## config.mk

```make
export PLATFORM = sky130hd
export DESIGN_NAME = cac_fns_encoder_seq
export DESIGN_NICKNAME = d
export VERILOG_FILES = /design/src/rtl/cac_fns_encoder_seq.sv
export SDC_FILE = /design/constraint.sdc
export NUM_CORES = 1
export LEC_CHECK = 0
export CORE_ASPECT_RATIO = 1.2
export CORE_MARGIN = 2
export CORE_UTILIZATION = 50
export DETAILED_ROUTE_END_ITERATION = 6
export MAX_ROUTING_LAYER = met4
export PLACE_DENSITY = 0.73
export REMOVE_ABC_BUFFERS = 1
export SLEW_MARGIN = 20
export SYNTH_ARGS = -nofsm -noshare
export SYNTH_HDL_FRONTEND = slang
export SYNTH_SLANG_ARGS = --single-unit
export TNS_END_PERCENT = 30
```

## constraint.sdc

```tcl
create_clock -name clock -period 5.8 [get_ports clock]
set_input_delay 0.58 -clock clock [delete_from_list [all_inputs] [get_ports clock]]
set_output_delay 0.58 -clock clock [all_outputs]
set_load 0.02 [all_outputs]
```

## src/rtl/cac_fns_encoder_seq.sv

```systemverilog
// rtl/cac_fns_encoder_seq.sv - sequential Fibonacci-numeral-system CAC encoder
// Resolves one code bit per clock, MSB first, with ready/valid on both sides.
module cac_fns_encoder_seq #(
  parameter int CODE_W = 6,
  parameter int DATA_W = 5
) (
  input  logic              clock,
  input  logic              reset_n,
  input  logic              in_valid,
  output logic              in_ready,
  input  logic [DATA_W-1:0] datain,
  output logic              out_valid,
  input  logic              out_ready,
  output logic [CODE_W-1:0] codeout,
  output logic              range_err,
  output logic              busy
);

  localparam int CNT_W = $clog2(CODE_W);

  // Fibonacci weight W[k] with W[0] = W[1] = 1
  function automatic longint fib_w(input int k);
    longint a, b, t;
    a = 1;
    b = 1;
    for (int i = 2; i <= k; i++) begin
      t = a + b;
      a = b;
      b = t;
    end
    return b;
  endfunction

  localparam longint MAXV_L = fib_w(CODE_W + 1) - 1;
  localparam logic [DATA_W-1:0] MAXV = DATA_W'(MAXV_L);

  generate
    if (CODE_W < 3 || CODE_W > 24) begin : g_bad_code_w
      $error("cac_fns_encoder_seq: CODE_W must be within 3..24");
    end
    if ((64'd1 << DATA_W) < 64'(fib_w(CODE_W + 1))) begin : g_bad_data_w
      $error("cac_fns_encoder_seq: DATA_W too narrow for the code range");
    end
  endgenerate

  typedef enum logic [1:0] {
    S_IDLE,
    S_CALC,
    S_DONE
  } state_t;

  state_t              state, state_nx;
  logic [DATA_W-1:0]   r;
  logic                err_q;
  logic [CNT_W-1:0]    k;
  logic [CODE_W-1:0]   code_sr;
  logic [CODE_W-1:0]   code_set;
  logic [DATA_W-1:0]   w_k;
  logic [DATA_W-1:0]   t_k;
  logic                bit_k;
  logic                over;

  assign over = (datain > MAXV);

  // Weight and greedy threshold for the bit under evaluation; the threshold
  // alternates between W[k] and W[k+1] with the distance from the MSB.
  always_comb begin
    w_k = '0;
    t_k = '0;
    for (int i = 0; i < CODE_W; i++) begin
      if (k == CNT_W'(i)) begin
        w_k = DATA_W'(fib_w(i));
        t_k = ((CODE_W - 1 - i) % 2 == 0) ? DATA_W'(fib_w(i)) : DATA_W'(fib_w(i + 1));
      end
    end
  end

  assign bit_k = (r >= t_k);

  always_comb begin
    code_set    = code_sr;
    code_set[k] = bit_k;
  end

  always_ff @(posedge clock or negedge reset_n) begin
    if (!reset_n) begin
      state <= S_IDLE;
    end else begin
      state <= state_nx;
    end
  end

  always_comb begin
    state_nx  = state;
    in_ready  = 1'b0;
    busy      = 1'b0;
    out_valid = 1'b0;
    case (state)
      S_IDLE: begin
        in_ready = 1'b1;
        if (in_valid) state_nx = S_CALC;
      end
      S_CALC: begin
        busy = 1'b1;
        if (k == '0) state_nx = S_DONE;
      end
      S_DONE: begin
        out_valid = 1'b1;
        if (out_ready) state_nx = S_IDLE;
      end
      default: state_nx = S_IDLE;
    endcase
  end

  // Results are published only on the edge that enters DONE, so they hold
  // through any downstream stall and across the following IDLE.
  always_ff @(posedge clock or negedge reset_n) begin
    if (!reset_n) begin
      r         <= '0;
      err_q     <= 1'b0;
      k         <= '0;
      code_sr   <= '0;
      codeout   <= '0;
      range_err <= 1'b0;
    end else begin
      case (state)
        S_IDLE: begin
          if (in_valid) begin
            r       <= over ? MAXV : datain;
            err_q   <= over;
            k       <= CNT_W'(CODE_W - 1);
            code_sr <= '0;
          end
        end
        S_CALC: begin
          code_sr <= code_set;
          if (bit_k) r <= r - w_k;
          if (k == '0) begin
            codeout   <= code_set;
            range_err <= err_q;
          end else begin
            k <= k - CNT_W'(1);
          end
        end
        default: ;
      endcase
    end
  end

endmodule

```

# After elaboration in Yosys (flattened, before gate mapping)
# Index checks and enable logic that the tools add are counted.
# totals
word_cells	64
output_inout_bits	10
regBits	24
inputBits	9
# op_classes
eq_ne	12
n_addsub	2
order_cmp	4
mux	29
n_reduce_logical	10
# op_table
op	n
2-to-1 mux 5 bit	11
one-hot mux 6 bit (2 select lines)	1
!= test 2 bit (second input constant)	5
one-hot mux 5 bit (2 select lines)	1
AND reduction 3 bit	3
bitwise mux 6 bit	1
== test 3 x 2 -> 1 bit (second input constant)	2
== test 3 bit (second input constant)	2
2-to-1 mux 1 bit	6
2-to-1 mux 2 bit	3
2-to-1 mux 3 bit	2
2-to-1 mux 6 bit	1
one-hot mux 2 bit (3 select lines)	1
one-hot mux 3 bit (2 select lines)	1
AND reduction 2 bit	3
greater-or-equal comparator 5 bit	1
greater-than comparator 5 bit (second input constant)	1
subtractor 5 bit	1
< comparator 3 x 4 -> 1 bit (second input constant)	1
demux 1 bit (select 3 bit)	1
== test 3 x 1 -> 1 bit (second input constant)	1
greater-or-equal comparator 3 x 1 -> 1 bit (second input constant)	1
logical NOT 3 bit	1
subtractor 3 x 1 -> 3 bit (second input constant)	1
other kinds (5)	5

# Longest topological paths before layout
# Gate-level depths: netlist of run 1.
# depth
depth_word	10
mapped_depth	10
mapped_depth_nobuf	9

# Least setup slack after synthesis of run 1
# OpenSTA, ideal clock, no wires.
# synth_timing
path_type	reg-to-reg
from	register k[0]
to	register r[1]
arrival_time_ns	2.261
n_path_buf	1
setup_slack_ns	3.414
required_time_ns	5.675
period_less_slack_ns	2.386
path_stages_with_launch	11
setup_ns	0.125
path_cell_list	dfrtp_1 -> buf_2 -> inv_1 -> ha_1 -> nor4_1 -> nor2_1 -> ha_1 -> nor2b_1 -> o211ai_2 -> o21ai_2 -> mux2_2
# synth_via
elab_chain_cells	10
elab_cells_between_ends	22
cone_classes	add/sub (1); order compare (1); eq/ne (6); mux (12); reduce/logical (2)
# synth_lines
item	line_no	source
start: declaration	55	logic [CNT_W-1:0] k;
start signal: assignment	131	k <= CNT_W'(CODE_W - 1);
start signal: assignment	142	k <= k - CNT_W'(1);
logical NOT 3 bit	71	if (k == CNT_W'(i)) begin
2-to-1 mux 1 bit (2 in series)	71	
2-to-1 mux 5 bit (4 in series)	71	
subtractor 5 bit / greater-or-equal comparator 5 bit (equally long branches)	137, 78	
2-to-1 mux 5 bit / != test 2 bit (equally long branches)	--	
one-hot mux 5 bit (2 select lines) / AND reduction 3 bit (equally long branches)	--	
end signal: assignment	129	r <= over ? MAXV : datain;
end signal: assignment	137	if (bit_k) r <= r - w_k;
end: declaration	53	logic [DATA_W-1:0] r;
# Several ways; a longest one is shown, not always the timed one. The select of a mux whose other input is x is not followed.
# A chain may end at the register's enable or synchronous reset.

# Worst setup path in the final report of run 1
# layout_timing
from	register k[0]
to	register r[3]
# The elaborated chain is that of the path after synthesis.

==> summary.md, run 1 <==
| Metric | Value |
|---|---|
| Status | completed |
| Fmax | 377 MHz |
| Min-Delay Path Class | input pin to async pin |
| Hold bufs inserted after CTS | 0 |
| Max Slew Vio Count | 0 |
| Number of fill cells | 274 |
| Leading area contributor after synthesis | dfrtp_1 |
| Post-synth EDFFs | 0 |
| Cell depth of the worst setup path | 9 |
| ANT cells | 0 |
| Residual DRC | 0 |
| CP max-delay cell | dfrtp_1 |
| Final hold vios | 0 |
| Register area share after synthesis | 40.1% |
| Longest Clk Path Bufs | 2 |
| Final period utilization | 45.7% |
| Register-to-Register Path Depth | 9 |
| Final setup margin | 3150 ps |
| WP buf/inv | 1 |
| Unrepaired setup endpoints after global routing | false |
| Drt first-iter violations | 15 |
| Nature of the critical path startpoint | flip-flop |
| YS warnings | 0 |
| Crit-path cells | inv_1 > ha_1 > nor4_1 > nor2_1 > ha_1 > nor2b_1 > o211ai_2 > o21ai_2 > mux2_2 |
| Core footprint | 2840 µm² |
| Routed WL per cell | 15.2 µm |
| Post-route ant nets | 0 |
| Cts repair resizes | 0 |
| Largest net degree at the start of global routing | 25 |
| Routability cong. | 0.880 |
| Vias in the first global route | 1,168 |
| Postcts setup bufs | 0 |
| Final setup violation count | 0 |
| Fraction of layout cells with a size suffix above 1 | 10.4% |
| Cell mode on critical path | ha_1 |
| Worst path required time | 6020 ps |
| Vias | 1,193 |
| Lkg Pwr | 0.765 nW |
| Crit Path Category | flip-flop to flip-flop |
| Pwr/cell area | 652 nW/µm² |
| Commonest cells in the netlist | dfrtp_1 (24), nand2_1 (15), inv_1 (13), ha_1 (11), a21oi_1 (10) |
| Synth area leaders | dfrtp_1 (40%), ha_1 (9.2%), nand2_1 (3.8%) |
| Ys flop type | dfrtp_1 |
| Slew Limit Headroom | 58.2% |
| Clock-pin slew on the worst setup and hold paths | 130 ps |
| CTS tree | done |
| CP max stage delay | 530 ps |
| Initial Utilization | 52.8% |
| Most frequent cell after synthesis | dfrtp_1 |
| Synth Cell Area | 1500 µm² |
| Row count | 21 |
| Crit end category | flip-flop |
| Crit path DAT | 2870 ps |
| CP Max Fanout | 10 |
| Syn-to-layout area delta | 14.5% |
| Setup TNS | 0 ps |
| Initial antenna violation count | 0 |
| Worst vdd ir | 0.385 mV |
| H-tree lvl count | 1 |
| Max-Cap Viols | 0 |
| Clock Latency Late Sink | 310 ps |
| Slew @ Worst Pin | 627 ps |
| NumNets Final | 195 |
| Synth Area per Inst | 9.55 µm² |
| Final HPWL DP | 2440 µm |
| Pre-CTS setup slack | 3120 ps |
| I/O Buffers | 18 |
| Total global routing overflow | 0 |
| TritonCTS buffer count | 3 |
| Cells after Synth | 157 |
| Synth cell types | 45 |
| Vias/cell | 5.76 |
| IO Count | 19 |
| Drt first pass iters | 4 |
| CTS sink cnt | 24 |
| Root Buffer | clkbuf_4 |
| Synth top area share | 40.1% |
| Min cycle time layout | 2650 ps |
| Async SR Flop Fraction | 100% |
| Wirelength, routed | 3150 µm |
| Skew final | 1.50 ps |
| First-pass GRT wire length | 5440 µm |
| Die height | 64.0 µm |
| GRT Overall Usage | 21.8% |
| Horiz. Die Dim | 54.0 µm |
| Die area | 3450 µm² |
| Delay-heaviest family, CP | adder cells |
| #FFs+latches synth | 24 |
[path summary, 6_finish.rpt]
| kind | slack [ps] | start | endpoint |
|---|---|---|---|
| max in group asynchronous | 5240 | reset_n | r[4]$_DFFE_PN0P_ |
| setup reg to reg | 3150 | k[0]$_DFFE_PN0P_ | r[3]$_DFFE_PN0P_ |
| min in group clock | 500 | err_q$_DFFE_PN0P_ | range_err$_DFFE_PN0P_ |
| hold / removal | 220 | reset_n | codeout[5]$_DFFE_PN0P_ |
| setup / recovery | 3150 | k[0]$_DFFE_PN0P_ | r[3]$_DFFE_PN0P_ |
| hold reg to reg | 500 | err_q$_DFFE_PN0P_ | range_err$_DFFE_PN0P_ |
[cells in the final DEF, fill, tap and decap left out, types with 2 or more instances in the layout]
cell,count
o21ai_0,9
nor2b_1,4
dfrtp_1,24
clkdlybuf4s50_1,17
mux2i_1,2
o22ai_1,7
a22oi_1,2
nand2b_1,2
o21ai_1,4
clkbuf_4,3
o21a_1,2
mux2_1,3
nand2_1,15
nor3_1,2
or3_1,2
nor2_1,9
ha_1,11
nand3_1,3
nand3b_1,2
inv_1,13
a21oi_1,10
mux2_2,4
[logic make-up after synthesis]
| logic type | synth area share [%] |
|---|---|
| XOR/XNOR | 0.584 |
| AND/OR/NAND/NOR | 16.3 |
| flip-flops | 40.1 |
| multiplexers | 6.59 |
| AO/OA/AOI/OAI | 19.9 |
| adder cells (fa/ha/maj) | 10.5 |
| buffers and inverters | 6.09 |
[sequential cells by signal, indices dropped and copies added, names as in the netlist]
signal,count
err_q,1
code_sr,6
state,2
codeout,6
k,3
r,5
range_err,1
[report_power, final]
group	total [mW]	internal [mW]	switching [mW]
clock	0.0893	0.0383	0.0510
combinational	0.703	0.321	0.382
sequential	0.327	0.243	0.0835
[stage by stage]
stage / std cells / utilization (%) / power, mW / hold slack (ps) / cell area, µm²
after floorplan: 151 / - / 0.829 / 284 / 1460
after global placement: 203 / 59.4 / 1.00 / 464 / 1690
after detailed placement: 203 / 59.4 / 1.03 / 474 / 1690
after CTS: 207 / 60.7 / 1.12 / 505 / 1720
after global routing: 207 / 60.5 / 1.23 / 247 / 1720
final: 207 / 60.5 / 1.12 / 220 / 1720
[routing by layer]
layer,GRT usage [%],part of all wire (%),vias to the layer above
met1,27.0,43,572
met4,9.38,2.5,0
met3,2.34,2.7,9
met2,35.2,52,24
li1,-,-,588
met5,-,0,-
[layout make-up]
cell class | instances | area, µm² | share of cell area, %
sequential | 24 | 601 | 35.0
timing repair buffer | 18 | 175 | 10.2
multi-input combinational | 113 | 807 | 47.0
tap | 34 | 42.5 | 2.48
clock buffer | 4 | 36.3 | 2.11
inverter | 14 | 55.1 | 3.21
Note: power is estimated with default switching activity, not from simulation.
==> run 2, diff against run 1 <==
clock period = 2.66 ns   (was 5.8 ns; I/O delays follow)
==> run 2 against run 1 <==
Sequential power is 110% higher; hold slack gained 59 ps; core utilization increased by 1.5 points; first-iteration DRC count grew 67%; power grew 120%; critical path depth unchanged; final cell count increased by 1.4%; register-to-register slack worse by 3000 ps; global-route usage shrank 1.8 points; cell area is 2.5% higher; critical endpoint is now r[2]$_DFFE_PN0P_; highest routed layer unchanged.
==> summary.md, run 2 (same netlist as run 1, synthesis figures left out) <==
| Metric | Value |
|---|---|
| Status | completed (unchanged) |
| Worst vdd ir | 0.862 mV (was 0.385 mV) |
| Root Buffer | clkbuf_4 (unchanged) |
| Nature of the critical path startpoint | flip-flop (unchanged) |
| Core footprint | 2840 µm² (unchanged) |
| Horiz. Die Dim | 54.0 µm (unchanged) |
| Crit-path cells | inv_1 > ha_1 > nor4_2 > nor2_1 > ha_1 > nor2b_1 > o211ai_2 > o21ai_4 > mux2_2 (was inv_1 > ha_1 > nor4_1 > nor2_1 > ha_1 > nor2b_1 > o211ai_2 > o21ai_2 > mux2_2) |
| Total global routing overflow | 0 (unchanged) |
| Biggest regs | code_sr (6), codeout (6), r (5) (unchanged) |
| Initial Utilization | 52.8% (unchanged) |
| CP max stage delay | 440 ps (was 530 ps) |
| Cell mode on critical path | ha_1 (unchanged) |
| Cell depth of the worst setup path | 9 (unchanged) |
| Vias | 1,179 (was 1,193) |
| RR Startpoint | k[1]$_DFFE_PN0P_ (was k[0]$_DFFE_PN0P_) |
| R2R setup slack | 190 ps (was 3150 ps) |
| Vias in the first global route | 1,076 (was 1,168) |
| Delay-heaviest family, CP | adder cells (unchanged) |
| Residual DRC | 0 (unchanged) |
| Unrepaired setup endpoints after global routing | false (unchanged) |
| Die height | 64.0 µm (unchanged) |
| Met3 Use GR | 2.10% (was 2.34%) |
| Min-Delay Path Class | input pin to async pin (unchanged) |
| Largest net degree at the start of global routing | 25 (unchanged) |
| H-tree lvl count | 1 (unchanged) |
| TritonCTS buffer count | 3 (unchanged) |
| Crit path DAT | 2690 ps (was 2870 ps) |
| Number of fill cells | 247 (was 274) |
| Area of the multi-input gates | 821 µm² (was 807 µm²) |
| Final hold vios | 0 (unchanged) |
| Layer with the highest usage | met2 (unchanged) |
| # placed instances | 206 (was 203) |
| Fraction of layout cells with a size suffix above 1 | 12.5% (was 10.4%) |
| Drt first-iter violations | 25 (was 15) |
| Crit Path Category | flip-flop to flip-flop (unchanged) |
| Slew Limit Headroom | 72.3% (was 58.2%) |
| Slew @ Worst Pin | 415 ps (was 627 ps) |
| Max-Cap Viols | 0 (unchanged) |
| IO Count | 19 (unchanged) |
| Initial antenna violation count | 0 (unchanged) |
| GR met2 Demand/Resource | 33.4% (was 35.2%) |
| Max Slew Vio Count | 0 (unchanged) |
| WP buf/inv | 1 (unchanged) |
| Worst path required time | 2880 ps (was 6020 ps) |
| Final period utilization | 93.0% (was 45.7%) |
| Clock Latency Late Sink | 320 ps (was 310 ps) |
| Worst R2R End | r[2]$_DFFE_PN0P_ (was r[3]$_DFFE_PN0P_) |
| Row count | 21 (unchanged) |
| Fin cells | 210 (was 207) |
| Crit path from | k[1]$_DFFE_PN0P_ (was k[0]$_DFFE_PN0P_) |
| Final HPWL DP | 2370 µm (was 2440 µm) |
| Pwr/cell area | 1400 nW/µm² (was 652 nW/µm²) |
| I/O Buffers | 18 (unchanged) |
| Fmax | 404 MHz (was 377 MHz) |
| WHS | 279 ps (was 220 ps) |
| CP Max Fanout | 7 (was 10) |
| Wirelength, routed | 3060 µm (was 3150 µm) |
| Final instance area | 1760 µm² (was 1720 µm²) |
| GRT Overall Usage | 20.0% (was 21.8%) |
| Clock-pin slew on the worst setup and hold paths | 130 ps (about the same) |
| Setup TNS | 0 ps (unchanged) |
| Routability cong. | 0.862 (was 0.880) |
| Routed WL per cell | 14.6 µm (was 15.2 µm) |
| Final setup violation count | 0 (unchanged) |
| Routing usage on met1 | 23.8% (was 27.0%) |
| Syn-to-layout area delta | 17.4% (was 14.5%) |
| Post-route ant nets | 0 (unchanged) |
| ANT cells | 0 (unchanged) |
| CP max-delay cell | dfrtp_2 (was dfrtp_1) |
| Drt first pass iters | 4 (unchanged) |
| Crit path to | r[2]$_DFFE_PN0P_ (was r[3]$_DFFE_PN0P_) |
| CTS tree | done (unchanged) |
| Longest Clk Path Bufs | 2 (unchanged) |
| DP Area | 1710 µm² (was 1690 µm²) |
| Min cycle time layout | 2470 ps (was 2650 ps) |
| Skew final | 3.86 ps (was 1.50 ps) |
| CTS sink cnt | 24 (unchanged) |
| Register Area | 602 µm² (was 601 µm²) |
| Commonest non-fill, non-tap cell in the layout | dfrtp_1 (unchanged) |
| Lkg Pwr | 0.780 nW (was 0.765 nW) |
| Most frequent cells in the layout | dfrtp_1 (23), clkdlybuf4s50_1 (18), nand2_1 (15) (was dfrtp_1 (24), clkdlybuf4s50_1 (17), nand2_1 (15)) |
| Register-to-Register Path Depth | 9 (unchanged) |
| First-pass GRT wire length | 4970 µm (was 5440 µm) |
| Crit end category | flip-flop (unchanged) |
| Vias/cell | 5.61 (was 5.76) |
| Die area | 3450 µm² (unchanged) |
| NumNets Final | 198 (was 195) |
[run 2: worst register-to-register path, stage by stage, from the launching register on]
cell and delay, ps:
dfrtp_2 440, inv_1 130, ha_1 260, nor4_2 280, nor2_1 70, ha_1 280, nor2b_1 130, o211ai_2 180
o21ai_4 230, mux2_2 360
[run 2: worst min path at each step]
stage / slack [ps] / depth (start not counted) / startpoint / to
floorplan: -30 / 0 / reset_n / code_sr[0]$_DFFE_PN0P_
global placement: 460 / 2 / codeout[3]$_DFFE_PN0P_ / codeout[3]$_DFFE_PN0P_
detailed placement: 470 / 2 / codeout[2]$_DFFE_PN0P_ / codeout[2]$_DFFE_PN0P_
CTS: 280 / 2 / reset_n / codeout[5]$_DFFE_PN0P_
global route: 310 / 2 / reset_n / code_sr[5]$_DFFE_PN0P_
finish: 280 / 2 / reset_n / codeout[5]$_DFFE_PN0P_
[run 2: report_power, final]
| part | internal (mW) | leakage [nW] | switching, mW |
|---|---|---|---|
| sequential | 0.533 | 0.300 | 0.147 |
| clock | 0.0838 | 0.0210 | 0.110 |
| combinational | 0.729 | 0.459 | 0.859 |
| total | 1.35 | 0.780 | 1.12 |
[run 2: routing by layer]
metal | wire length [µm] | part of all wire (%)
met4 | 82 | 2.7
met3 | 83 | 2.7
met1 | 1340 | 44
met5 | 0 | 0
met2 | 1560 | 51
[run 2: repair_timing]
item | CTS | global route
setup buffers | 0 | 0
gates resized for setup | 0 | 3
hold buffers | 0 | 0
endpoints found under the setup margin | 0 | 4
[run 2: through the flow]
step                      utilization [%]  total power, mW  setup WS, ps
after global routing                 62.0             2.69          38.2
after global placement               60.2             2.21           214
after detailed placement             60.2             2.26          75.0
final                                62.0             2.46           187
after CTS                            61.5             2.45          55.6
after floorplan                         -             1.81           283
[run 2: cell type report]
cell class	instances	area share (%)
multi-input combinational	113	46.7
sequential	24	34.2
timing repair buffer	21	11.5
inverter	14	3.13
tap	34	2.42
clock buffer	4	2.06
==> run 3, diff against run 2 <==
CTS_CLUSTER_SIZE = 25   (was unset)
clock period = 2.9 ns   (was 2.66 ns; I/O delays follow)
==> run 3 against run 2 <==
Count of clock-buffer cells in the layout decreased by 1; highest routed layer unchanged; die area unchanged; critical path depth did not move; first-iteration DRC count shrank 24%; combinational power shrank 11%; sequential share of layout area grew 0.098 points; largest power group unchanged; fmax shrank 4.7%; via count grew 1.2%; setup slack better by 120 ps; clock skew grew 15 ps; core utilization shrank 0.18 points; critical endpoint is now r[1]$_DFFE_PN0P_.
==> summary.md, run 3 (same netlist as run 1, synthesis figures left out) <==
| Metric | Value |
|---|---|
| Fmax | 386 MHz (was 404 MHz) |
| H-tree lvl count | 1 (unchanged) |
| ANT cells | 0 (unchanged) |
| Core footprint | 2840 µm² (unchanged) |
| Register-to-Register Path Depth | 9 (unchanged) |
| Area of the multi-input gates | 807 µm² (was 821 µm²) |
| GRT Overall Usage | 20.7% (was 20.0%) |
| TritonCTS buffer count | 3 (unchanged) |
| Largest net degree at the start of global routing | 25 (unchanged) |
| Postcts setup bufs | 0 (unchanged) |
| Die area | 3450 µm² (unchanged) |
| Initial Utilization | 52.8% (unchanged) |
| CTS tree | done (unchanged) |
| CTS sink cnt | 24 (unchanged) |
| Status | completed (unchanged) |
| Total global routing overflow | 0 (unchanged) |
| I/O Buffers | 18 (unchanged) |
| Final setup margin | 307 ps (was 187 ps) |
| Drt first-iter violations | 19 (was 25) |
| Min-Delay Path Class | input pin to async pin (unchanged) |
| Register Area | 602 µm² (unchanged) |
| Post-route ant nets | 0 (unchanged) |
| Row count | 21 (unchanged) |
| Min cycle time layout | 2590 ps (was 2470 ps) |
| Skew final | 19.1 ps (was 3.86 ps) |
| Crit end category | flip-flop (unchanged) |
| Crit path DAT | 2800 ps (was 2690 ps) |
| RR Startpoint | k[1]$_DFFE_PN0P_ (unchanged) |
| Max-Cap Viols | 0 (unchanged) |
| Nature of the critical path startpoint | flip-flop (unchanged) |
| Fraction of layout cells with a size suffix above 1 | 11.4% (was 12.5%) |
| Max Slew Vio Count | 0 (unchanged) |
| IO Count | 19 (unchanged) |
| Worst R2R End | r[1]$_DFFE_PN0P_ (was r[2]$_DFFE_PN0P_) |
| NumNets Final | 197 (was 198) |
| Lkg Pwr | 0.780 nW (about the same) |
| Die height | 64.0 µm (unchanged) |
| Clock Latency Late Sink | 320 ps (about the same) |
| Pwr/cell area | 1310 nW/µm² (was 1400 nW/µm²) |
| Slew Limit Headroom | 69.2% (was 72.3%) |
| Vias/cell | 5.71 (was 5.61) |
| Final HPWL DP | 2350 µm (was 2370 µm) |
| WHS | 301 ps (was 279 ps) |
| Vias in the first global route | 1,166 (was 1,076) |
| Most frequent cells in the layout | dfrtp_1 (23), clkdlybuf4s50_1 (18), nand2_1 (15) (unchanged) |
| First-pass GRT wire length | 5220 µm (was 4970 µm) |
| Syn-to-layout area delta | 17.0% (was 17.4%) |
| Routability cong. | 0.894 (was 0.862) |
| Initial antenna violation count | 0 (unchanged) |
| Commonest non-fill, non-tap cell in the layout | dfrtp_1 (unchanged) |
| Biggest regs | code_sr (6), codeout (6), r (5) (unchanged) |
| Final setup violation count | 0 (unchanged) |
| Residual DRC | 0 (unchanged) |
| Pre-CTS setup slack | 246 ps (was 75.0 ps) |
| Final period utilization | 89.4% (was 93.0%) |
| Horiz. Die Dim | 54.0 µm (unchanged) |
| Longest Clk Path Bufs | 2 (unchanged) |
| Number of fill cells | 246 (was 247) |
| Root Buffer | clkbuf_4 (unchanged) |
| Final hold vios | 0 (unchanged) |
| Setup TNS | 0 ps (unchanged) |
| Drt first pass iters | 4 (unchanged) |
| Unrepaired setup endpoints after global routing | false (unchanged) |
| Clock-pin slew on the worst setup and hold paths | 150 ps (was 130 ps) |
| Wirelength, routed | 3010 µm (was 3060 µm) |
| Crit Path Category | flip-flop to flip-flop (unchanged) |
| Worst vdd ir | 0.701 mV (was 0.862 mV) |
| CP Max Fanout | 7 (unchanged) |
| Slew @ Worst Pin | 462 ps (was 415 ps) |
| Worst path required time | 3100 ps (was 2880 ps) |
| Vias | 1,193 (was 1,179) |
| R2R setup slack | 310 ps (was 190 ps) |
| Routed WL per cell | 14.4 µm (was 14.6 µm) |
run 3: changes by cell type in the layout (fill, tap and decap cells not counted), sizes merged:
cell,previous run,this run
buf,3,2
bufinv,0,1
clkbuf,4,3
run 3: critical path, cell delays in order, from the launching register on:
cell	delay [ps]
dfrtp_1	470
inv_1	160
ha_1	270
nor4_1	270
nor2_1	80
ha_1	290
nor2b_1	130
o211ai_2	170
o21ai_2	270
mux2_2	370
run 3: worst max path at each step:
stage | from | to | depth (start not counted)
2_1_floorplan | k[0]$_DFFE_PN0P_ | r[1]$_DFFE_PN0P_ | 9
3_3_place_gp | k[0]$_DFFE_PN0P_ | r[2]$_DFFE_PN0P_ | 9
3_5_place_dp | k[0]$_DFFE_PN0P_ | r[1]$_DFFE_PN0P_ | 9
4_1_cts | k[0]$_DFFE_PN0P_ | r[1]$_DFFE_PN0P_ | 9
5_1_grt | k[1]$_DFFE_PN0P_ | r[1]$_DFFE_PN0P_ | 9
6_report | k[1]$_DFFE_PN0P_ | r[1]$_DFFE_PN0P_ | 9
run 3: timing repair:
item                                    4_1_cts  5_1_grt
hold buffers                                  0        0
resized for setup                             0        1
endpoints found under the setup margin        0        4
run 3: metal layers:
metal / vias up / track usage (%) / routed length, µm
li1: 594 / - / -
met1: 574 / 25.2 / 1280
met2: 18 / 34.6 / 1580
met5: - / - / 0
met4: 0 / 7.81 / 61
met3: 7 / 2.10 / 88
run 3: metrics by stage:
stage          instance area [µm²]  util, %  power [mW]  instances
4_1_cts                       1750     61.8        2.31        209
3_5_place_dp                  1700     59.9        2.07        205
5_1_grt                       1750     61.8        2.52        209
6_report                      1750     61.8        2.29        209
3_3_place_gp                  1700     59.9        2.02        205
2_1_floorplan                 1460        -        1.66        151
run 3: cell type report:
| type | count | share of cell area, % |
|---|---|---|
| Multi-Input combinational cell | 113 | 46.0 |
| Sequential cell | 24 | 34.3 |
| Timing Repair Buffer | 20 | 11.1 |
| Inverter | 14 | 3.14 |
| Tap cell | 34 | 2.43 |
| Clock inverter | 1 | 1.71 |
| Clock buffer | 3 | 1.28 |
run 3: where the power goes:
group | switching, mW | internal (mW) | leakage [nW] | total, mW
Sequential | 0.153 | 0.488 | 0.301 | 0.641
Clock | 0.104 | 0.140 | 0.0279 | 0.243
Combinational | 0.761 | 0.649 | 0.452 | 1.41
